File: config.mk
export PLATFORM = sky130hd
export DESIGN_NAME = mac_dot_acc
export DESIGN_NICKNAME = d
export VERILOG_FILES = /design/src/rtl/mac_dot_acc.sv
export SDC_FILE = /design/constraint.sdc
export NUM_CORES = 1
export LEC_CHECK = 0
export ABC_AREA = 1
export BUFFER_PORTS_ARGS = -buffer_cell sky130_fd_sc_hd__buf_2
export CELL_PAD_IN_SITES_DETAIL_PLACEMENT = 1
export CELL_PAD_IN_SITES_GLOBAL_PLACEMENT = 1
export CORE_MARGIN = 1
export CORE_UTILIZATION = 39
export DETAILED_ROUTE_END_ITERATION = 7
export GPL_TIMING_DRIVEN = 0
export PLACE_DENSITY = 0.67
export SYNTH_ARGS = -nofsm -noshare
export SYNTH_HDL_FRONTEND = slang
export SYNTH_SLANG_ARGS = --single-unit
File: constraint.sdc
create_clock -name clk -period 6.1 [get_ports clk]
set_clock_uncertainty 0.2 [all_clocks]
set_input_delay 1.525 -clock clk [delete_from_list [all_inputs] [get_ports clk]]
set_output_delay 1.525 -clock clk [all_outputs]
set_load 0.02 [all_outputs]
File: src/rtl/mac_dot_acc.sv
// mac_dot_acc: multi-lane pipelined signed dot-product accumulator.
//
// Each accepted beat carries LANES signed operand pairs. Their products are
// summed and accumulated until the beat marked in_last. That final beat
// produces one result z, with the vector's beat count, on a valid/ready
// output port. A held result that the consumer has not taken stalls the
// whole pipeline.
//
// Pipeline (edge t = the edge that accepts the beat):
//   S1 (t)   operand register
//   S2 (t+1) per-lane full-precision signed products
//   S3 (t+2) adder-tree lane sum, sign-extended to ACC_W
//   S4 (t+3) accumulate; on last, reduce the sum to OUT_W into a result register
//   OUT(t+4) output register (z, out_cnt, ovf, out_valid)
//
// Ports:
//   clk, reset           rising-edge clock, synchronous active-high reset
//   in_valid/in_ready    operand beat handshake, in_last marks the vector end
//   a, b                 LANES packed signed operands, lane i = [i*IN_W +: IN_W]
//   out_valid/out_ready  result handshake
//   z                    signed vector result, OUT_W bits
//   out_cnt              beats in the vector, saturating
//   ovf                  result was clamped (saturating build only)
//
// Optional feature macro: MAC_DOT_ACC_SAT_EN
//   defined   : the result saturates to the OUT_W signed range, and ovf flags clamping
//   undefined : the result is the low OUT_W bits of the sum, and ovf stays 0
module mac_dot_acc #(
    parameter int IN_W  = 8,
    parameter int LANES = 4,
    parameter int ACC_W = 24,
    parameter int OUT_W = 16,
    parameter int CNT_W = 8
) (
    input  logic                  clk,
    input  logic                  reset,
    input  logic                  in_valid,
    output logic                  in_ready,
    input  logic                  in_last,
    input  logic [LANES*IN_W-1:0] a,
    input  logic [LANES*IN_W-1:0] b,
    output logic                  out_valid,
    input  logic                  out_ready,
    output logic [OUT_W-1:0]      z,
    output logic [CNT_W-1:0]      out_cnt,
    output logic                  ovf
);

    typedef enum logic [1:0] {
        ST_IDLE  = 2'd0,
        ST_ACCUM = 2'd1,
        ST_HOLD  = 2'd2
    } state_e;

    // Pipeline state
    logic                         s1_valid_q, s1_valid_d, s1_last_q, s1_last_d;
    logic [LANES*IN_W-1:0]        s1_a_q, s1_a_d, s1_b_q, s1_b_d;
    logic                         s2_valid_q, s2_valid_d, s2_last_q, s2_last_d;
    logic signed [2*IN_W-1:0]     s2_prod_q [LANES];
    logic signed [2*IN_W-1:0]     s2_prod_d [LANES];
    logic                         s3_valid_q, s3_valid_d, s3_last_q, s3_last_d;
    logic signed [ACC_W-1:0]      s3_sum_q, s3_sum_d;
    logic signed [ACC_W-1:0]      acc_q, acc_d;
    logic [CNT_W-1:0]             cnt_q, cnt_d;
    logic                         res_valid_q, res_valid_d, res_ovf_q, res_ovf_d;
    logic [OUT_W-1:0]             res_z_q, res_z_d;
    logic [CNT_W-1:0]             res_cnt_q, res_cnt_d;
    logic                         out_valid_q, out_valid_d, ovf_q, ovf_d;
    logic [OUT_W-1:0]             z_q, z_d;
    logic [CNT_W-1:0]             out_cnt_q, out_cnt_d;
    state_e                       state_q, state_d;

    logic                         stall, accept;
    logic signed [ACC_W-1:0]      final_sum;
    logic [CNT_W-1:0]             cnt_inc;

`ifdef MAC_DOT_ACC_SAT_EN
    // Clamp to the signed OUT_W range; result is {clamped, value}.
    function automatic logic [OUT_W:0] sat_reduce(input logic [ACC_W-1:0] v);
        logic [ACC_W-OUT_W:0] top;
        top = v[ACC_W-1:OUT_W-1];
        if ((top == '0) || (top == '1)) begin
            return {1'b0, v[OUT_W-1:0]};
        end else if (v[ACC_W-1]) begin
            return {1'b1, 1'b1, {(OUT_W-1){1'b0}}};
        end else begin
            return {1'b1, 1'b0, {(OUT_W-1){1'b1}}};
        end
    endfunction
`endif

    // A held result that is not being taken freezes every stage.
    assign stall     = out_valid_q && !out_ready;
    assign in_ready  = !stall && !reset;
    assign accept    = in_valid && in_ready;
    assign final_sum = acc_q + s3_sum_q;
    assign cnt_inc   = (cnt_q == {CNT_W{1'b1}}) ? cnt_q : cnt_q + CNT_W'(1'b1);

    // S1: capture the operands, and a valid marker only for accepted beats.
    always_comb begin
        s1_valid_d = s1_valid_q;
        s1_last_d  = s1_last_q;
        s1_a_d     = s1_a_q;
        s1_b_d     = s1_b_q;
        if (!stall) begin
            s1_valid_d = accept;
            s1_last_d  = in_last;
            s1_a_d     = a;
            s1_b_d     = b;
        end else begin
            s1_valid_d = s1_valid_q;
        end
    end

    // S2: full-precision signed lane products.
    always_comb begin
        s2_valid_d = s2_valid_q;
        s2_last_d  = s2_last_q;
        for (int i = 0; i < LANES; i++) begin
            s2_prod_d[i] = s2_prod_q[i];
        end
        if (!stall) begin
            s2_valid_d = s1_valid_q;
            s2_last_d  = s1_last_q;
            for (int i = 0; i < LANES; i++) begin
                s2_prod_d[i] = (2*IN_W)'($signed(s1_a_q[i*IN_W +: IN_W]))
                             * (2*IN_W)'($signed(s1_b_q[i*IN_W +: IN_W]));
            end
        end else begin
            s2_valid_d = s2_valid_q;
        end
    end

    // S3: lane sum, with each product sign-extended to the accumulator width.
    always_comb begin
        s3_valid_d = s3_valid_q;
        s3_last_d  = s3_last_q;
        s3_sum_d   = s3_sum_q;
        if (!stall) begin
            s3_valid_d = s2_valid_q;
            s3_last_d  = s2_last_q;
            s3_sum_d   = '0;
            for (int i = 0; i < LANES; i++) begin
                s3_sum_d = s3_sum_d + ACC_W'(s2_prod_q[i]);
            end
        end else begin
            s3_valid_d = s3_valid_q;
        end
    end

    // S4: accumulate. A last beat emits the reduced sum and empties the accumulator.
    always_comb begin
        acc_d       = acc_q;
        cnt_d       = cnt_q;
        res_valid_d = res_valid_q;
        res_z_d     = res_z_q;
        res_ovf_d   = res_ovf_q;
        res_cnt_d   = res_cnt_q;
        if (stall) begin
            res_valid_d = res_valid_q;
        end else if (s3_valid_q && s3_last_q) begin
            res_valid_d = 1'b1;
`ifdef MAC_DOT_ACC_SAT_EN
            {res_ovf_d, res_z_d} = sat_reduce(final_sum);
`else
            res_z_d   = final_sum[OUT_W-1:0];
            res_ovf_d = 1'b0;
`endif
            res_cnt_d   = cnt_inc;
            acc_d       = '0;
            cnt_d       = '0;
        end else if (s3_valid_q) begin
            res_valid_d = 1'b0;
            acc_d       = final_sum;
            cnt_d       = cnt_inc;
        end else begin
            res_valid_d = 1'b0;
        end
    end

    // Output register. Without a stall, any held result is being consumed,
    // so out_valid either reloads with a new result or clears.
    always_comb begin
        out_valid_d = out_valid_q;
        z_d         = z_q;
        out_cnt_d   = out_cnt_q;
        ovf_d       = ovf_q;
        if (stall) begin
            out_valid_d = out_valid_q;
        end else if (res_valid_q) begin
            out_valid_d = 1'b1;
            z_d         = res_z_q;
            out_cnt_d   = res_cnt_q;
            ovf_d       = res_ovf_q;
        end else begin
            out_valid_d = 1'b0;
        end
    end

    // Control FSM: tracks whether the accumulator is empty or filling, or whether the pipeline is held.
    always_comb begin
        state_d = state_q;
        case (state_q)
            ST_IDLE:  state_d = stall ? ST_HOLD :
                                ((s3_valid_q && !s3_last_q) ? ST_ACCUM : ST_IDLE);
            ST_ACCUM: state_d = stall ? ST_HOLD :
                                ((s3_valid_q && s3_last_q) ? ST_IDLE : ST_ACCUM);
            ST_HOLD:  state_d = stall ? ST_HOLD :
                                ((cnt_d != '0) ? ST_ACCUM : ST_IDLE);
            default:  state_d = ST_IDLE;
        endcase
    end

    // State registers with synchronous reset.
    always_ff @(posedge clk) begin
        if (reset) begin
            s1_valid_q  <= 1'b0;
            s1_last_q   <= 1'b0;
            s1_a_q      <= '0;
            s1_b_q      <= '0;
            s2_valid_q  <= 1'b0;
            s2_last_q   <= 1'b0;
            for (int i = 0; i < LANES; i++) begin
                s2_prod_q[i] <= '0;
            end
            s3_valid_q  <= 1'b0;
            s3_last_q   <= 1'b0;
            s3_sum_q    <= '0;
            acc_q       <= '0;
            cnt_q       <= '0;
            res_valid_q <= 1'b0;
            res_z_q     <= '0;
            res_ovf_q   <= 1'b0;
            res_cnt_q   <= '0;
            out_valid_q <= 1'b0;
            z_q         <= '0;
            out_cnt_q   <= '0;
            ovf_q       <= 1'b0;
            state_q     <= ST_IDLE;
        end else begin
            s1_valid_q  <= s1_valid_d;
            s1_last_q   <= s1_last_d;
            s1_a_q      <= s1_a_d;
            s1_b_q      <= s1_b_d;
            s2_valid_q  <= s2_valid_d;
            s2_last_q   <= s2_last_d;
            for (int i = 0; i < LANES; i++) begin
                s2_prod_q[i] <= s2_prod_d[i];
            end
            s3_valid_q  <= s3_valid_d;
            s3_last_q   <= s3_last_d;
            s3_sum_q    <= s3_sum_d;
            acc_q       <= acc_d;
            cnt_q       <= cnt_d;
            res_valid_q <= res_valid_d;
            res_z_q     <= res_z_d;
            res_ovf_q   <= res_ovf_d;
            res_cnt_q   <= res_cnt_d;
            out_valid_q <= out_valid_d;
            z_q         <= z_d;
            out_cnt_q   <= out_cnt_d;
            ovf_q       <= ovf_d;
            state_q     <= state_d;
        end
    end

    assign out_valid = out_valid_q;
    assign z         = z_q;
    assign out_cnt   = out_cnt_q;
    assign ovf       = ovf_q;

endmodule

# Yosys cells after proc, flatten, opt, wreduce, memory -nomap -nowiden
# Memory sizes are Yosys's and may differ from the RTL's.
# Cells that the tools add are included.
[word_totals]
regBits = 176
ram_bits = 64
output_inout_bits = 27
mem_count = 1
[classes]
addsub = 5
mul = 4
eq_ne = 1
mux = 15
bitwise_logic = 5
reduce_logical = 11
[memory_table]
columns = ["name", "words", "word_bits", "read_ports", "rd_clocked_by_memory_dff", "write_ports", "line", "text"]
rows = [
  ["s2_prod_q", 4, 16, 4, 0, 4, "59", "logic signed [2*IN_W-1:0] s2_prod_q [LANES];"],
]
[op_table]
columns = ["op", "count"]
rows = [
  ["$mul 8x8->16", 4],
  ["$mux 16", 4],
  ["$mux 64", 1],
  ["$mux 24", 2],
  ["$add 24x24->24", 1],
  ["$mux 8", 3],
  ["$add 18x16->19", 1],
  ["$add 17x16->18", 1],
  ["$add 16x16->17", 1],
  ["$add 8x1->8 const B", 1],
  ["$eq 8x8->1 const B", 1],
  ["$reduce_and 2->1", 3],
  ["$mux 1", 5],
  ["$logic_and 1x1->1", 4],
  ["$or 1x1->1", 4],
  ["$logic_not 1->1", 3],
  ["$reduce_bool 2->1", 1],
  ["$not 1->1", 1],
]

# Longest topological paths before layout
# Gate-level depths: netlist (run 1).
[logic_depth]
ltp_word = 5
ltp_mapped = 24

# Least setup slack after synthesis (run 1)
# No wires, ideal clock.
[synth_timing]
kind = "reg-to-reg"
startpoint = "register s1_b_q[15]"
endpoint = "memory s2_prod_q[1][14] (netlist name)"
t_arrival_ps = 4087
required_ps = 5791
path_slack_ps = 1704
stages_incl_launch_ff = 19
path_buffers = 0
period_less_slack_ps = 4396
path_cell_list = "dfxtp_1 -> clkinv_1 -> or2_2 -> fa_1 -> fa_1 -> inv_1 -> fa_1 -> inv_1 -> fa_1 -> inv_1 -> ha_1 -> a21oi_1 -> nor2_1 -> o21ai_0 -> nand3_1 -> nand2_1 -> nand3_1 -> nand2_1 -> inv_1"
[synth_rtl]
columns = ["element", "line", "text"]
rows = [
  ["start, declared", "57", "logic [LANES*IN_W-1:0] s1_a_q, s1_a_d, s1_b_q, s1_b_d;"],
  ["start signal, assigned", "220", "s1_b_q <= '0;"],
  ["start signal, assigned", "244", "s1_b_q <= s1_b_d;"],
  ["end, declared", "59", ""],
]

==> flow_summary_export.csv, run 1 <==
group,metric,value,unit
yosys,synth_common_cells,"inv_1, nand2_1, nor2_1",
final_layout,diodes,0,
clocking,cts_resized,0,
grt,grt.overflow.total,0,
timing,fmax,0.193,GHz
clocking,htree_levels,1,
yosys,synth_cell_types,44,
timing,setup_viol,0,
floorplanning,num_io_pins,96,
routing,drt-wirelength-per-cell,16.9,um
floorplanning,rows,85,
hold_path,holdPathStages,2,
setup_path,cpMostUsedCell,"inv_1",
routing,drcViolationCount,0,
routing,routed_wl,64400,um
final_layout,area_growth,10.6,%
yosys,synthFlopType,"dfxtp_1",
run_status,status,"finished clean",
clocking,cts_buffers,28,
yosys,avgSynthCellArea,7.18,um^2
floorplanning,die_w,236,um
place,hpwl,53300,um
floorplanning,die_area,55600,um^2
timing,final-hold-violation-count,0,
routing,viasPerCell,4.85,
grt,grt_pass1_vias,20200,
routing,postRouteAntennaNets,0,
hold_path,min_path_type,"reg -> reg",
yosys,synth_nets,3438,
clocking,postCtsSetupBuffers,0,
yosys,yosysMostFrequentCell,"inv_1",
setup_path,crit_chain,"clkbuf_1 > nand2_1 > inv_1 > fa_1 > inv_1 > fa_1 > inv_1 > fa_1 > inv_1 > fa_1 > inv_1 > ha_1 > nand2_1 > nor2_1 > nand2_1 > nor2_1 > nor2_1 > nand3_1 > nand3_1 > nand2_1 > inv_1",
yosys,yosys.area.top_type,"fa_1",
routing,met1_length,30300,um
final_layout,final_nets,3561,
yosys,post-synth-top-area-fraction,23.6,%
setup_path,crit_required,6360,ps
timing,period_needed,5170,ps
clocking,hold_buffers,0,
floorplanning,core_region_area,53900,um^2
routing,drtIter0Drc,719,
setup_path,crit_path_max_incr_delay,650,ps
routing,num_vias,18500,
routing,highest_layer,"met4",
timing,maxSlewHeadroom,29.5,%
setup_path,cp-start-kind,"register",
power,vdd_drop_max,230,uV
setup_path,slowest_stage,"fa_1",
timing,layout_setup_ws,926,ps
place,gp_congestion,0.886,
clocking,clock_latency,570,ps
timing,finalSetupTns,0,ps
job,maxCapViolations,0,
routing,met3_length,1740,um
setup_path,cp_max_fo,9,
place,pre_cts_ws,911,ps
grt,grt_max_degree,14,
clocking,root_buffer,"clkbuf_16",
setup_path,critical_path_class,"reg -> reg",
yosys,syn_inst,2971,
timing,rsz0062_at_grt,"false",
final_layout,layout-drive-gt1-share,6.68,%
power,p_per_area,255,nW/um^2
floorplanning,start_util,39.6,%
yosys,synth.area.top_cells,"fa_1, dfxtp_1, inv_1",
yosys,async_flop_share,0,%
setup_path,r2r_cells,21,
grt,antenna_found_initial,0,
floorplanning,die_y,236,um
power,p_leak,13.8,nW
clocking,cts_tree,"yes",
grt,grtUsageTotal,24.1,%
routing,wl_met2,30900,um
setup_path,cp-end-kind,"register",
clocking,clock_path_buffers,3,
clocking,clkTransAtPathRegs,60,ps
setup_path,crit_arrival,5440,ps
yosys,synth_warnings,0,
clocking,cts_num_sinks,224,
timing,worst_slew_pin_slew,1060,ps
timing,fin_crit_sh,84.8,%
timing,maxSlewViolCount,0,
routing,dr.pass1.iters,4,
grt,grt_pass1_wl,107000,um
yosys,synth_edf_count,0,
yosys,ys_seq_elements,224,
yosys,synth_area,21300,um^2
place,portBuffers,93,
yosys,ys_seq_area_share,21.0,%
## registers in the layout, summed over array words and instances, names as in the netlist, 16 cells and up
| register | flops |
|---|---|
| s1_a_q | 32 |
| z | 16 |
| res_z_q | 16 |
| s3_sum_q | 16 |
| acc_q | 16 |
| s2_prod_q | 64 |
| s1_b_q | 32 |
## per-stage QoR
stage	utilization, %	instance area [um^2]	hold WS [ps]	power, mW	instances
finish	43.8	23600	267	6.01	3809
global route	43.8	23600	292	6.50	3809
CTS	43.8	23600	273	6.08	3809
detailed placement	42.0	22700	264	4.34	3760
global placement	42.0	22700	256	4.28	3760
floorplan	-	21300	230	3.55	2971
## layout make-up
type | instances | area (um^2)
repair buffers | 93 | 465
multi-input cells | 1916 | 13700
clock inverters | 11 | 123
inverters | 703 | 2640
plain buffers | 128 | 547
clock buffers | 38 | 800
flip-flops and latches | 224 | 4480
well taps | 696 | 871
fillers | 6897 | 30300
## final timing paths
kind / from / to / slack, ps
max: s1_b_q[10]$_SDFFE_PP0N_ / s2_prod_q[1][15]$_SDFFE_PP0N_ / 930
min: acc_q[10]$_SDFFE_PP0P_ / acc_q[10]$_SDFFE_PP0P_ / 270
max reg2reg: s1_b_q[10]$_SDFFE_PP0N_ / s2_prod_q[1][15]$_SDFFE_PP0N_ / 930
min reg2reg: acc_q[10]$_SDFFE_PP0P_ / acc_q[10]$_SDFFE_PP0P_ / 270
## critical path: cells and delay by family (launching register included)
family / cells / cell delay [ps]
flip-flops: 1 / 300
buffers and inverters: 7 / 760
AND/OR/NAND/NOR: 9 / 1170
adder cells (fa/ha/maj): 5 / 2640
## cells by family after synthesis
group | synth area share [%]
compound gates | 8.40
buf+inv | 15.0
xor+xnor | 2.05
flops | 21.0
fa+ha+maj | 32.2
other cells | 0.0176
simple gates | 21.4
## report_power, final
group	switching (mW)	internal [mW]	total, mW	leakage [nW]
logic	1.65	0.925	2.57	11.5
clock network	0.700	0.998	1.70	0.441
registers	0.119	1.62	1.74	1.84
total	2.47	3.54	6.01	13.8
## layer usage
layer  track usage, %  up-vias
li1                 -     9056
met2             42.4      185
met3             2.28       73
met1             31.8     9174
met5                0        -
met4             5.76        0
## placed cells by master, fill, tap and decap left out, types with 101 or more instances in the layout
cell type,n
ha_1,147
nor2_1,332
a21oi_1,101
o21ai_0,178
buf_2,121
dfxtp_1,224
fa_1,251
inv_1,685
nand3_1,121
nand2_1,637
Power figures use the tool's default switching activity.
==> run 2: changes to the inputs <==
--- a/config.mk
+++ b/config.mk
@@ -13,7 +13,7 @@
 export CORE_UTILIZATION = 39
 export DETAILED_ROUTE_END_ITERATION = 7
 export GPL_TIMING_DRIVEN = 0
-export PLACE_DENSITY = 0.67
+export PLACE_DENSITY = 0.7
 export SYNTH_ARGS = -nofsm -noshare
 export SYNTH_HDL_FRONTEND = slang
 export SYNTH_SLANG_ARGS = --single-unit
==> constraint.sdc (replaced) <==
create_clock -name clk -period 4.2 [get_ports clk]
set_clock_uncertainty 0.2 [all_clocks]
set_input_delay 1.05 -clock clk [delete_from_list [all_inputs] [get_ports clk]]
set_output_delay 1.05 -clock clk [all_outputs]
set_load 0.02 [all_outputs]
==> run 2 against run 1 <==
Die area unchanged. Utilization increased by 4.2 points. Non-clock buffer count increased by 28. Clock power increased by 48%. Power increased by 61%. Cell count increased by 0.89%. First-iteration DRC count increased by 28%. Maximum frequency increased by 19%. The flow now finishes with violations (negative setup slack). Via count increased by 3.6%. Critical path depth decreased by 1. Sequential share of layout area decreased by 0.86 points. Routed wire length increased by 9.1%.
==> flow_summary_export.csv, run 2 (same netlist as run 1, synthesis figures left out) <==
group,metric,value,unit
timing,period_needed,4360,ps
grt,antenna_found_initial,3,
setup_path,worstReg2RegStart,"s1_b_q[26]$_SDFFE_PP0N_",
hold_path,min-delay-start,"res_z_q[14]$_SDFFE_PP0P_",
routing,postRouteAntennaNets,0,
hold_path,whs_endpoint,"z[14]$_SDFFE_PP0P_",
final_layout,final_nets,3591,
routing,drt-wirelength-per-cell,18.3,um
final_layout,reg.largest.list,"s2_prod_q (64), s1_a_q (32), s1_b_q (32)",
timing,final-hold-violation-count,0,
timing,hold_ws,262,ps
clocking,clkTransAtPathRegs,60,ps
timing,fmax,0.229,GHz
grt,grtUsageTotal,25.2,%
timing,layout_setup_ws,-161,ps
floorplanning,core_region_area,53900,um^2
floorplanning,num_io_pins,96,
final_layout,largest_reg_flops,64,
timing,fin_crit_sh,104,%
floorplanning,die_w,236,um
clocking,htree_levels,1,
run_status,violations,"negative setup slack",
clocking,clock_path_buffers,3,
hold_path,min_path_type,"reg -> reg",
power,p_leak,14.4,nW
timing,worst_slew_pin_slew,1290,ps
setup_path,cp_max_fo,4,
place,dpl_cell_area,22700,um^2
place,gp_congestion,0.890,
timing,maxSlewViolCount,0,
routing,viasPerCell,4.98,
final_layout,top_register,"s2_prod_q",
final_layout,diodes,0,
final_layout,final_core_util,47.9,%
final_layout,area_growth,21.1,%
grt,grt_max_degree,15,
floorplanning,die_area,55600,um^2
setup_path,r2r_end,"s2_prod_q[3][15]$_SDFFE_PP0N_",
timing,maxSlewHeadroom,14.1,%
floorplanning,die_y,236,um
power,p_per_area,373,nW/um^2
clocking,cts_buffers,29,
grt,grt_pass1_wl,111000,um
clocking,cts_tree,"yes",
routing,routed_wl,70200,um
clocking,clock_latency,580,ps
setup_path,rrSetupSlack,-160,ps
power,vdd_drop_max,329,uV
routing,dr.pass1.iters,5,
setup_path,crit_required,4470,ps
setup_path,r2r_cells,20,
place,portBuffers,93,
routing,num_vias,19200,
clocking,cts_num_sinks,224,
timing,rsz0062_at_grt,"true",
final_layout,final_common_cell,"inv_1",
job,maxCapViolations,0,
floorplanning,rows,85,
timing,setup_viol,12,
final_layout,layout-drive-gt1-share,21.6,%
final_layout,final_cell_area,25800,um^2
setup_path,cp-start-kind,"register",
setup_path,cp-end-kind,"register",
run_status,status,"finished, violations left",
grt,grt.overflow.total,0,
setup_path,critical_path_class,"reg -> reg",
power,total_power,9.64,mW
final_layout,final_cell_mix,"inv_1, nand2_1, nor2_1",
routing,drtIter0Drc,919,
grt,grt_pass1_vias,20800,
place,hpwl,52900,um
hold_path,holdPathStages,2,
clocking,hold_buffers,0,
routing,drcViolationCount,0,
setup_path,crit_arrival,4630,ps
clocking,root_buffer,"clkbuf_16",
floorplanning,start_util,39.6,%
run 2: cell types whose count changed in the layout (fill, tap and decap cells not counted), sizes merged:
| cell | delta |
|---|---|
| clkinvlp | -1 |
| buf | +87 |
| clkbuf | -62 |
| clkinv | +6 |
| inv | +4 |
run 2: final cells by class:
cell class                 count  area, um^2
tap                          696         871
clock buffer                  35         778
multi-input combinational   1916       15100
sequential                   224        4690
fill                        6638       28100
buffer                        68         322
timing repair inverter         1        8.76
clock inverter                19         161
timing repair buffer         181        1200
inverter                     703        2680
run 2: worst max path at each step:
stage / depth (start not counted) / from / end / slack, ps
global placement: 19 / s1_a_q[11]$_SDFFE_PP0N_ / s2_prod_q[1][15]$_SDFFE_PP0N_ / -840
floorplan: 18 / s1_b_q[15]$_SDFFE_PP0N_ / s2_prod_q[1][14]$_SDFFE_PP0N_ / -9
CTS: 22 / s1_b_q[10]$_SDFFE_PP0N_ / s2_prod_q[1][15]$_SDFFE_PP0N_ / -150
detailed placement: 20 / s1_b_q[11]$_SDFFE_PP0N_ / s2_prod_q[1][15]$_SDFFE_PP0N_ / -830
finish: 20 / s1_b_q[26]$_SDFFE_PP0N_ / s2_prod_q[3][15]$_SDFFE_PP0N_ / -160
global route: 22 / s1_a_q[31]$_SDFFE_PP0N_ / s2_prod_q[3][15]$_SDFFE_PP0N_ / -350
run 2: routing by layer:
metal  GRT usage (%)  wire (um)  vias up
met5               0         12        -
met4            7.55       2010        2
met3            2.40       2460      103
met2            44.8      34700      313
met1            32.3      31100     9617
li1                -          -     9115
run 2: report_power, final:
group	switching [mW]	total, mW	internal (mW)
combinational	2.73	4.51	1.79
sequential	0.273	2.61	2.34
clock	1.07	2.52	1.44
run 2: metrics by stage:
step	std cells	setup WS, ps	TNS [ps]
CTS	3797	-153	-809
finish	3843	-161	-716
global placement	3760	-840	-13010
detailed placement	3760	-827	-15840
global route	3843	-348	-3300
floorplan	2971	-8.93	-8.93
run 2: timing repair:
item / in CTS / in global routing
cloned: 1 / 0
setup buffers: 41 / 47
pin swaps: 61 / 162
resized for setup: 243 / 294
endpoints found under the setup margin: 36 / 32
run 2: critical path, cell delays in order (launching register included):
cell	delay [ps]
dfxtp_4	410
nand2_1	100
fa_2	560
inv_1	50
fa_1	450
fa_1	510
inv_1	60
fa_1	490
inv_1	50
ha_1	370
nand2_2	140
inv_1	130
nand2_1	80
nand2_1	60
nand2_1	60
nand2_1	80
nor2_2	50
nand3_1	90
nand2_1	60
nor2_2	200
nor2_1	60
==> run 3: changes to the inputs <==
--- a/config.mk
+++ b/config.mk
@@ -13,7 +13,7 @@
 export CORE_UTILIZATION = 39
 export DETAILED_ROUTE_END_ITERATION = 7
 export GPL_TIMING_DRIVEN = 0
-export PLACE_DENSITY = 0.7
+export PLACE_DENSITY = 0.67
 export SYNTH_ARGS = -nofsm -noshare
 export SYNTH_HDL_FRONTEND = slang
 export SYNTH_SLANG_ARGS = --single-unit
==> constraint.sdc (replaced) <==
create_clock -name clk -period 4.3 [get_ports clk]
set_clock_uncertainty 0.2 [all_clocks]
set_input_delay 1.075 -clock clk [delete_from_list [all_inputs] [get_ports clk]]
set_output_delay 1.075 -clock clk [all_outputs]
set_load 0.02 [all_outputs]
==> run 3 against run 2 <==
The flow still finishes with violations (negative setup slack). Critical endpoint is now s2_prod_q[1][14]$_SDFFE_PP0N_. Via count down 2.8%. Setup slack better by 91 ps. Global-route usage down 0.88 points. Sequential share of layout area up 0.32 points. Clock power up 5%. Combinational power down 8.2%.
==> flow_summary_export.csv, run 3 (same netlist as run 1, synthesis figures left out) <==
group,metric,value,unit
run_status,status,"finished, violations left",
run_status,violations,"negative setup slack",
clocking,clkTransAtPathRegs,60,ps
floorplanning,die_y,236,um
grt,met3_usage,1.97,%
timing,fmax,0.229,GHz
timing,hold_ws,253,ps
clocking,cts_tree,"yes",
final_layout,n_fill_cell,6732,
final_layout,seq_area,4670,um^2
setup_path,crit_required,4580,ps
setup_path,cp-start-kind,"register",
setup_path,crit_path_max_incr_delay,570,ps
place,dpl_cell_area,22700,um^2
clocking,hold_buffers,0,
grt,grtUsageMet2,42.4,%
power,p_leak,14.2,nW
clocking,clock_latency,590,ps
place,dp_cells,3760,
final_layout,final_common_cell,"inv_1",
floorplanning,rows,85,
hold_path,holdPathStages,2,
setup_path,r2r_cells,19,
final_layout,diodes,0,
setup_path,critical_path_class,"reg -> reg",
place,hpwl,53100,um
final_layout,layout-drive-gt1-share,17.5,%
timing,layout_setup_ws,-70.2,ps
setup_path,crit_chain,"buf_12 > nand2_1 > fa_1 > inv_1 > fa_1 > fa_1 > inv_1 > fa_1 > inv_1 > ha_4 > buf_4 > nand2_1 > nor2_2 > o21ai_2 > buf_4 > nand4_1 > nand3_2 > nand2_2 > inv_2",
grt,grt.overflow.total,0,
timing,period_needed,4370,ps
final_layout,final_nets,3575,
power,total_power,9.32,mW
setup_path,cpMostUsedCell,"fa_1",
place,portBuffers,93,
final_layout,final_core_util,46.9,%
grt,grt_max_degree,16,
setup_path,cp_max_fo,5,
place,gp_congestion,0.869,
floorplanning,die_area,55600,um^2
routing,num_vias,18600,
final_layout,final_cell_area,25300,um^2
setup_path,crit_arrival,4660,ps
routing,drtIter0Drc,764,
routing,routed_wl,67300,um
final_layout,area_growth,18.6,%
grt,antenna_found_initial,1,
power,vdd_drop_max,331,uV
routing,drt-wirelength-per-cell,17.6,um
timing,setup_viol,2,
power,p_per_area,369,nW/um^2
grt,grt_pass1_vias,20000,
timing,final-hold-violation-count,0,
grt,grtUsageTotal,24.3,%
timing,fin_crit_sh,102,%
grt,use_met1,33.0,%
routing,dr.pass1.iters,5,
final_layout,top_register,"s2_prod_q",
clocking,clock_path_buffers,3,
place,pre_cts_ws,-880,ps
clocking,htree_levels,1,
timing,worst_slew_pin_slew,1090,ps
floorplanning,core_region_area,53900,um^2
clocking,root_buffer,"clkbuf_16",
setup_path,cp-end-kind,"register",
timing,maxSlewHeadroom,27.0,%
clocking,cts_buffers,29,
job,maxCapViolations,0,
timing,maxSlewViolCount,0,
floorplanning,num_io_pins,96,
grt,grt_pass1_wl,108000,um
setup_path,worst-path-stages,19,
hold_path,min_path_type,"reg -> reg",
clocking,cts_num_sinks,224,
floorplanning,die_w,236,um
timing,rsz0062_at_grt,"true",
setup_path,slowest_stage,"fa_1",
routing,viasPerCell,4.87,
timing,finalSetupTns,-135,ps
routing,drcViolationCount,0,
final_layout,layoutNonFillerInstCount,3825,
setup_path,crit_family,"adder cells",
floorplanning,start_util,39.6,%
final_layout,final_cell_mix,"inv_1, nand2_1, nor2_1",
routing,postRouteAntennaNets,0,
grt,busiest_layer,"met2",
final_layout,multi_input_area,14700,um^2
setup_path,worst-path-buf-inv,7,
final_layout,largest_reg_flops,64,
final_layout,reg.largest.list,"s2_prod_q (64), s1_a_q (32), s1_b_q (32)",
[run 3: worst min-delay path: cells and delay by family, from the launching register on]
family,cells,cell delay [ps]
compound gates,1,60
buf+inv,1,60
flops,1,290
[run 3: layout make-up]
type / instances / share of cell area [%]
Multi-Input combinational cell: 1916 / 58.1
Sequential cell: 224 / 18.5
Inverter: 703 / 10.6
Timing Repair Buffer: 165 / 4.15
Tap cell: 696 / 3.44
Clock buffer: 42 / 3.22
Buffer: 68 / 1.27
Clock inverter: 10 / 0.762
Timing Repair inverter: 1 / 0.0346
[run 3: routing by layer]
layer | vias to the layer above | wire, um
met5 | - | 0
met4 | 0 | 1220
met3 | 60 | 1510
met2 | 171 | 33000
met1 | 9310 | 31600
li1 | 9081 | -
[run 3: power breakdown]
group	internal [mW]	leakage (nW)	switching (mW)	total, mW
Clock	1.61	0.489	1.03	2.64
Sequential	2.29	1.87	0.260	2.55
Combinational	1.63	11.9	2.51	4.14
Total	5.53	14.2	3.79	9.32
[run 3: what timing repair did]
| action | in CTS | in global routing |
|---|---|---|
| endpoints found under the setup margin | 36 | 30 |
| buffers inserted | 33 | 39 |
| cloned | 1 | 0 |
| gates resized for setup | 186 | 203 |
| pin swaps | 52 | 109 |
[run 3: final timing paths]
kind	start	end	slack, ps
worst min register to register	res_z_q[13]$_SDFFE_PP0P_	z[13]$_SDFFE_PP0P_	250
worst min-delay path	res_z_q[13]$_SDFFE_PP0P_	z[13]$_SDFFE_PP0P_	250
worst max-delay path	s1_b_q[12]$_SDFFE_PP0N_	s2_prod_q[1][14]$_SDFFE_PP0N_	-70
worst max register to register	s1_b_q[12]$_SDFFE_PP0N_	s2_prod_q[1][14]$_SDFFE_PP0N_	-70
